## src/rtl/light_seq_if.sv

```systemverilog
// Control/status bundle for the traffic-light sequencer: start/stop requests in,
// lamp drive and phase status out.
interface light_seq_if;
  logic       start;
  logic       stop;
  logic [2:0] led;
  logic [2:0] sec_cnt;
  logic       phase_done;
  logic       busy;

  modport master (
    output start,
    output stop,
    input  led,
    input  sec_cnt,
    input  phase_done,
    input  busy
  );

  modport slave (
    input  start,
    input  stop,
    output led,
    output sec_cnt,
    output phase_done,
    output busy
  );
endinterface

```

## src/rtl/light_seq_ctrl.sv

```systemverilog
// Traffic-light sequencer: GREEN -> YELLOW -> RED -> GREEN, each phase DUR seconds long,
// timed by a prescaler that produces a one-cycle tick every F clock cycles.
module light_seq_ctrl #(
  parameter int F     = 100000000,
  parameter int G_SEC = 5,
  parameter int Y_SEC = 2,
  parameter int R_SEC = 4
) (
  input logic        clk,
  input logic        rst_n,
  light_seq_if.slave bus
);

  typedef enum logic [1:0] {
    IDLE   = 2'd0,
    GREEN  = 2'd1,
    YELLOW = 2'd2,
    RED    = 2'd3
  } state_t;

  localparam logic [29:0] PRESC_LAST = 30'(F - 1);
  localparam logic [2:0]  G_LAST     = 3'(G_SEC - 1);
  localparam logic [2:0]  Y_LAST     = 3'(Y_SEC - 1);
  localparam logic [2:0]  R_LAST     = 3'(R_SEC - 1);

  state_t      state;
  logic [29:0] presc;
  logic        tick;
  logic [2:0]  sec_last;

  function automatic logic [2:0] last_sec(input state_t s);
    logic [2:0] r;
    r = 3'd0;
    unique case (s)
      GREEN:   r = G_LAST;
      YELLOW:  r = Y_LAST;
      RED:     r = R_LAST;
      default: r = 3'd0;
    endcase
    return r;
  endfunction

  function automatic state_t next_phase(input state_t s);
    state_t r;
    r = IDLE;
    unique case (s)
      GREEN:   r = YELLOW;
      YELLOW:  r = RED;
      RED:     r = GREEN;
      default: r = IDLE;
    endcase
    return r;
  endfunction

  function automatic logic [2:0] lamp(input state_t s);
    logic [2:0] r;
    r = 3'b000;
    unique case (s)
      GREEN:   r = 3'b001;
      YELLOW:  r = 3'b010;
      RED:     r = 3'b100;
      default: r = 3'b000;
    endcase
    return r;
  endfunction

  always_comb begin
    tick     = (state != IDLE) && (presc == PRESC_LAST);
    sec_last = last_sec(state);
  end

  // stop outranks everything, including a tick that would advance the phase
  always_ff @(posedge clk or negedge rst_n) begin
    if (!rst_n) begin
      state          <= IDLE;
      presc          <= 30'd0;
      bus.sec_cnt    <= 3'd0;
      bus.led        <= 3'b000;
      bus.phase_done <= 1'b0;
      bus.busy       <= 1'b0;
    end else begin
      bus.phase_done <= 1'b0;
      if (state == IDLE) begin
        presc       <= 30'd0;
        bus.sec_cnt <= 3'd0;
        if (bus.start && !bus.stop) begin
          state    <= GREEN;
          bus.led  <= lamp(GREEN);
          bus.busy <= 1'b1;
        end
      end else if (bus.stop) begin
        state       <= IDLE;
        presc       <= 30'd0;
        bus.sec_cnt <= 3'd0;
        bus.led     <= 3'b000;
        bus.busy    <= 1'b0;
      end else if (tick) begin
        presc <= 30'd0;
        if (bus.sec_cnt == sec_last) begin
          state          <= next_phase(state);
          bus.led        <= lamp(next_phase(state));
          bus.sec_cnt    <= 3'd0;
          bus.phase_done <= 1'b1;
        end else begin
          bus.sec_cnt <= bus.sec_cnt + 3'd1;
        end
      end else begin
        presc <= presc + 30'd1;
      end
    end
  end

endmodule

```

## src/flat_wrapper.sv

```systemverilog
// flat-port wrapper written by rule: the top's interface ports become plain ports
module light_seq_ctrl_flat 
#(
  parameter int F     = 100000000,
  parameter int G_SEC = 5,
  parameter int Y_SEC = 2,
  parameter int R_SEC = 4
)
  (clk, rst_n, bus_start, bus_stop, bus_led, bus_sec_cnt, bus_phase_done, bus_busy);
  light_seq_if bus_i ();
  input logic clk;
  input logic rst_n;
  input wire logic [$bits(bus_i.start)-1:0] bus_start;
  input wire logic [$bits(bus_i.stop)-1:0] bus_stop;
  output wire logic [$bits(bus_i.led)-1:0] bus_led;
  output wire logic [$bits(bus_i.sec_cnt)-1:0] bus_sec_cnt;
  output wire logic [$bits(bus_i.phase_done)-1:0] bus_phase_done;
  output wire logic [$bits(bus_i.busy)-1:0] bus_busy;
  assign bus_i.start = bus_start;
  assign bus_i.stop = bus_stop;
  assign bus_led = bus_i.led;
  assign bus_sec_cnt = bus_i.sec_cnt;
  assign bus_phase_done = bus_i.phase_done;
  assign bus_busy = bus_i.busy;
  light_seq_ctrl #(.F(F), .G_SEC(G_SEC), .Y_SEC(Y_SEC), .R_SEC(R_SEC)) u_core (.clk(clk), .rst_n(rst_n), .bus(bus_i));
endmodule
```

## config.mk

```make
export PLATFORM = sky130hd
export DESIGN_NAME = light_seq_ctrl_flat
export DESIGN_NICKNAME = d
export VERILOG_FILES = /design/src/rtl/light_seq_if.sv /design/src/rtl/light_seq_ctrl.sv /design/src/flat_wrapper.sv
export SDC_FILE = /design/constraint.sdc
export NUM_CORES = 1
export LEC_CHECK = 0
export ABC_AREA = 1
export CORE_ASPECT_RATIO = 1.25
export CORE_MARGIN = 2
export CORE_UTILIZATION = 57
export CTS_CLUSTER_DIAMETER = 150
export CTS_CLUSTER_SIZE = 28
export DETAILED_ROUTE_END_ITERATION = 16
export GPL_ROUTABILITY_DRIVEN = 0
export PLACE_DENSITY = 0.87
export SYNTH_ARGS = -nofsm -noshare
export SYNTH_HDL_FRONTEND = slang
export SYNTH_SLANG_ARGS = --single-unit
```

## constraint.sdc

```tcl
create_clock -name clk -period 2.4 [get_ports clk]
set_input_delay 0.24 -clock clk [delete_from_list [all_inputs] [get_ports clk]]
set_output_delay 0.24 -clock clk [all_outputs]
set_load 0.01 [all_outputs]
```

# After elaboration in Yosys (flattened, before gate mapping)
# Cells that the tools add are included.
# totals
reg_bits	40
latch_bits	0
mem_bits_rw	0
rom_bits	0
output_inout_bits	8
mem_count	0
# classes
n_addsub	2
n_mul	0
div_mod_pow	0
magnitude_cmp	0
eq_ne	9
shift	0
muxes	29
bitwise_logic	0
reduce_logical	10
# op_table
operator	count
$mux 30	3
$add 30x1->30 const B	1
$eq 30x27->1 const B	1
$mux 3	9
$pmux 3 s3	2
$mux 2	7
$eq 2x2->1 const B	4
$mux 1	7
$pmux 2 s3	1
$reduce_bool 3->1	2
$eq 2x1->1 const B	2
$reduce_bool 2->1	2
$add 3x1->3 const B	1
$eq 3x3->1	1
$reduce_and 3->1	1
$logic_and 1x1->1	2
$logic_not 2->1	1
$ne 2x2->1 const B	1
$reduce_and 2->1	1
$logic_not 1->1	1

# Depth between registers and ports, before layout
# logic_depth
ltp_word	13
mapped_depth	12
ltp_nobuf	11

# Worst setup path before layout
# OpenSTA, ideal clock, no wires.
# synth_path
kind	register to register
startpoint	reg u_core.state[0]
endpoint	reg u_core.bus.sec_cnt[1]
setup_time_ns	0.118
t_arrival_ns	1.571
t_required_ns	2.282
path_slack_ns	0.712
stages_incl_launch_ff	13
path_cell_list	dfrtp_1 -> inv_1 -> ha_1 -> buf_2 -> nor2_1 -> nand2_1 -> nor2_1 -> nand2_2 -> nand2_4 -> inv_4 -> buf_6 -> nand2_1 -> o21ai_2
# synth_via
elab_chain_cells	7
# synth_lines
element	line_no	source
start: declaration	light_seq_ctrl.sv:26	state_t state;
start signal: assignment	light_seq_ctrl.sv:100	state <= next_phase(state);
$eq 2x2->1 / $eq 2x1->1 (equally long branches)	light_seq_ctrl.sv:34	unique case (s)
$pmux 3 s3	light_seq_ctrl.sv:34	
$eq 3x3->1	light_seq_ctrl.sv:99	if (bus.sec_cnt == sec_last) begin
$mux 3	light_seq_ctrl.sv:99	
$mux 3	light_seq_ctrl.sv:97	end else if (tick) begin
$mux 3	light_seq_ctrl.sv:91	end else if (bus.stop) begin
$mux 3	light_seq_ctrl.sv:83	if (state == IDLE) begin
end signal: assignment	light_seq_ctrl.sv:105	bus.sec_cnt <= bus.sec_cnt + 3'd1;
end: declaration	light_seq_if.sv:24	output sec_cnt,
# Several ways; a longest one is shown, not always the timed one. The select of a mux whose other input is x is not followed.
# A chain may end at the register's enable or synchronous reset.

# Worst setup path after layout
# layout_path
startpoint	reg u_core.state[0]
endpoint	reg u_core.presc[11]
# layout_via
elab_chain_cells	5
# layout_lines
element	line_no	source
$reduce_bool 2->1	light_seq_ctrl.sv:68	tick = (state != IDLE) && (presc == PRESC_LAST);
$logic_and 1x1->1	light_seq_ctrl.sv:68	
$mux 30	light_seq_ctrl.sv:97	
$mux 30	light_seq_ctrl.sv:91	
$mux 30 (*)	light_seq_ctrl.sv:83	
end signal: assignment	light_seq_ctrl.sv:108	presc <= presc + 30'd1;
end: declaration	light_seq_ctrl.sv:27	logic [29:0] presc;
# Mark *: on every way between the ends. The rest lies on a longest branch, timed or not.

==> impl_results.md <==
* Die W at 62.3 um
* Antenna violations before repair at 0
* R2r endpoint: u_core.presc[11]
* Dpl hpwl at 3.75 mm
* Lkg Pwr at 1.12 nW
* Most frequent cells in the layout: nand2_1 (96), nor2_1 (80), dfrtp_1 (40), inv_1 (24), nand3_1 (12)
* Pint at 1.19 mW
* WL/cell at 12.6 um
* CP top delay family: simple AND/OR/NAND/NOR gates
* Clk_lat worst skew at 0.29 ns
* Vias in the first global route at 2110
* # hold bufs at CTS at 0
* Critical path buffers and inverters at 2
* RSZ-0062 raised after global routing: false
* Met3 Routed Length at 165 um
* Clock power frac at 0.262
* Yosys cell types at 30
* Synth Area in Simple Gates at 0.413
* Max cap viols at 0
* Net Count, Synth at 348
* Via-to-Cell Ratio at 5.36
* Worst-Margin Slew at 0.889 ns
* Crit. End Element: register
* Cts bufs inserted at 5
* Max Slew Vio Count at 0
* Synthesized area at 2420 um2
* Max Clk Rate at 493 MHz
* Main synth FF type: dfrtp_1
* Port Buffers at 11
* Setup slack, reg-to-reg at 0.37 ns
* Post-Syn Area per Cell at 7.22 um2
* PostCTS Resize Cnt at 0
* Gate power share at 0.304
* CTS max path bufs at 2
* Tmin final at 2.03 ns
* Drt first-iter violations at 141
* Largest family of logic cells by synthesized area: simple AND/OR/NAND/NOR gates
* FFs w/ async S/R, synth at 1.00
* Starting Density at 0.590
* Rel. slew slack at 0.407
* #FFs+latches synth at 40
* TritonRoute pass-1 iters at 5
* Post-synth EDFFs at 0
* I/O pins at 12
* Highest routed layer: met4
* Slowest stage delay, CP at 0.48 ns
* Gr ovfl total at 0
* Post-CTS setup buffers at 0
* Worst EP arrival at 2.21 ns
* Post-Syn Instances at 335
* Final setup viols at 0
* Yosys warning total at 0
* Vias at 2171
* First-pass GRT wire length at 9.07 mm
* Post-synthesis sequential area ratio at 0.414
* Power density cells at 693 nW/um2
* Post-route insts no fill at 405
* Multiplexer area fraction after synthesis at 0
* Die footprint at 4780 um2
* Worst R2R Start: u_core.state[0]
* Gr usage total at 0.234
* Slowest cell on crit path: dfrtp_1
* P&R area growth vs syn at 9.88%
* WP data required at 2.58 ns
* Clock Sink Count at 40
* Cell mode on critical path: nor2_1
* CTS tree: yes
* Max VDD drop at 601 uV
* Final net count at 362
* Fin. Hold Viols at 0
* # DRC at 0
* Largest net degree at the start of global routing at 41
* Compound-Gate Fraction of Synth Area at 0.0341
* Placed cells at 398
* Die Span Y at 76.8 um
* Outcome: finished clean
* WL final at 5.11 mm
* Final worst slack at 0.373 ns
* Met2 WL at 2.54 mm
* Worst hold-check path type: input pin to async pin
* Met1 Wirelength at 2.30 mm
* Std cell rows at 26
* Core Footprint at 4100 um2
* Critical path type: register to register
* Clk_skew at 0.00243 ns
* CTS root buf: clkbuf_8
* CTS H-Tree Depth at 2
* Switch Pwr at 0.651 mW
* Clock-pin slew on the worst setup and hold paths at 0.07 ns
* R2R depth at 10
* Switching part of the total at 0.353
* Seq pwr share at 0.434
* Xor and xnor area share after synthesis at 0.0326
* Ant diodes at 0
* ANT nets after route at 0
* Setup_tns at 0 ns
* Setup WS pre-CTS at 0.395 ns
* Crit path launch type: register
* Crit-path max FO at 24
* Period utilization at 0.845
* Synthesized-area fraction occupied by adder cells at 0.0466
* Layout cells sized above 1 at 0.0831
* Commonest non-fill, non-tap cell in the layout: nand2_1
* Crit-path cells: inv_1 -> ha_1 -> nor2_1 -> nand2_1 -> nor2_1 -> nand2_2 -> nand2_4 -> inv_4 -> o21ai_0 -> nor2_1
[registers in the layout, summed over array words and instances (netlist names)]
signal                 flops
u_core.bus.sec_cnt         3
u_core.bus.led             3
u_core.bus.busy            1
u_core.state               2
u_core.bus.phase_done      1
u_core.presc              30
[cells by family after synthesis]
family	after synthesis
AND/OR/NAND/NOR	230
flip-flops	40
AO/OA/AOI/OAI	14
XOR/XNOR	9
buffers and inverters	33
adder cells (fa/ha/maj)	9
[through the flow]
stage / power (mW) / hold slack (ns) / utilization / area (um2)
2_1_floorplan: 1.21 / -0.0556 / - / 2420
3_3_place_gp: 1.34 / 0.409 / 0.625 / 2560
3_5_place_dp: 1.37 / 0.425 / 0.625 / 2560
4_1_cts: 1.85 / 0.111 / 0.648 / 2660
5_1_grt: 1.96 / 0.149 / 0.648 / 2660
6_report: 1.84 / 0.0729 / 0.648 / 2660
[power by group through the flow]
stage / logic [mW] / registers [mW] / clock network (mW)
after floorplan: 0.391 / 0.814 / 0
after detailed placement: 0.559 / 0.810 / 0
after CTS: 0.562 / 0.798 / 0.490
final: 0.560 / 0.799 / 0.483
after global routing: 0.629 / 0.810 / 0.524
after global placement: 0.531 / 0.805 / 0
[per-layer routing]
layer / global-route usage / up-vias
li1: - / 1083
met1: 0.295 / 1026
met2: 0.398 / 53
met3: 0.0396 / 9
met4: 0.0956 / 0
met5: 0 / -
[area by class of cell]
class / instances / area [um2]
inverters: 29 / 111
clock buffers: 7 / 96.3
fillers: 375 / 1440
multi-input cells: 262 / 1270
repair buffers: 11 / 105
flip-flops and latches: 40 / 1000
well taps: 56 / 70.1
[worst max-delay path by stage]
stage / from / end / slack (ns) / cells after the start
5_1_grt: u_core.state[0] / u_core.state[0] / 0.20 / 10
3_5_place_dp: u_core.state[0] / u_core.presc[11] / 0.40 / 10
4_1_cts: u_core.state[0] / u_core.presc[11] / 0.39 / 10
2_1_floorplan: u_core.state[0] / u_core.bus.sec_cnt[1] / 0.71 / 12
3_3_place_gp: u_core.state[1] / u_core.bus.led[2] / 0.54 / 10
6_report: u_core.state[0] / u_core.presc[11] / 0.37 / 10
[cells in the mapped netlist (all sizes together), types with 2 or more instances]
library cell | count | area, um2
buf | 4 | 32.5
nand2 | 103 | 409
a21oi | 4 | 20.0
nand4 | 10 | 62.6
a31oi | 2 | 12.5
nor2 | 88 | 365
ha | 9 | 113
dfrtp | 40 | 1000
nor3 | 9 | 45.0
nand3 | 13 | 70.1
nor4 | 3 | 18.8
inv | 28 | 108
xor2 | 9 | 78.8
o21ai | 6 | 33.8
nand3b | 2 | 15.0
No activity file was read; power rests on OpenSTA's default activity.
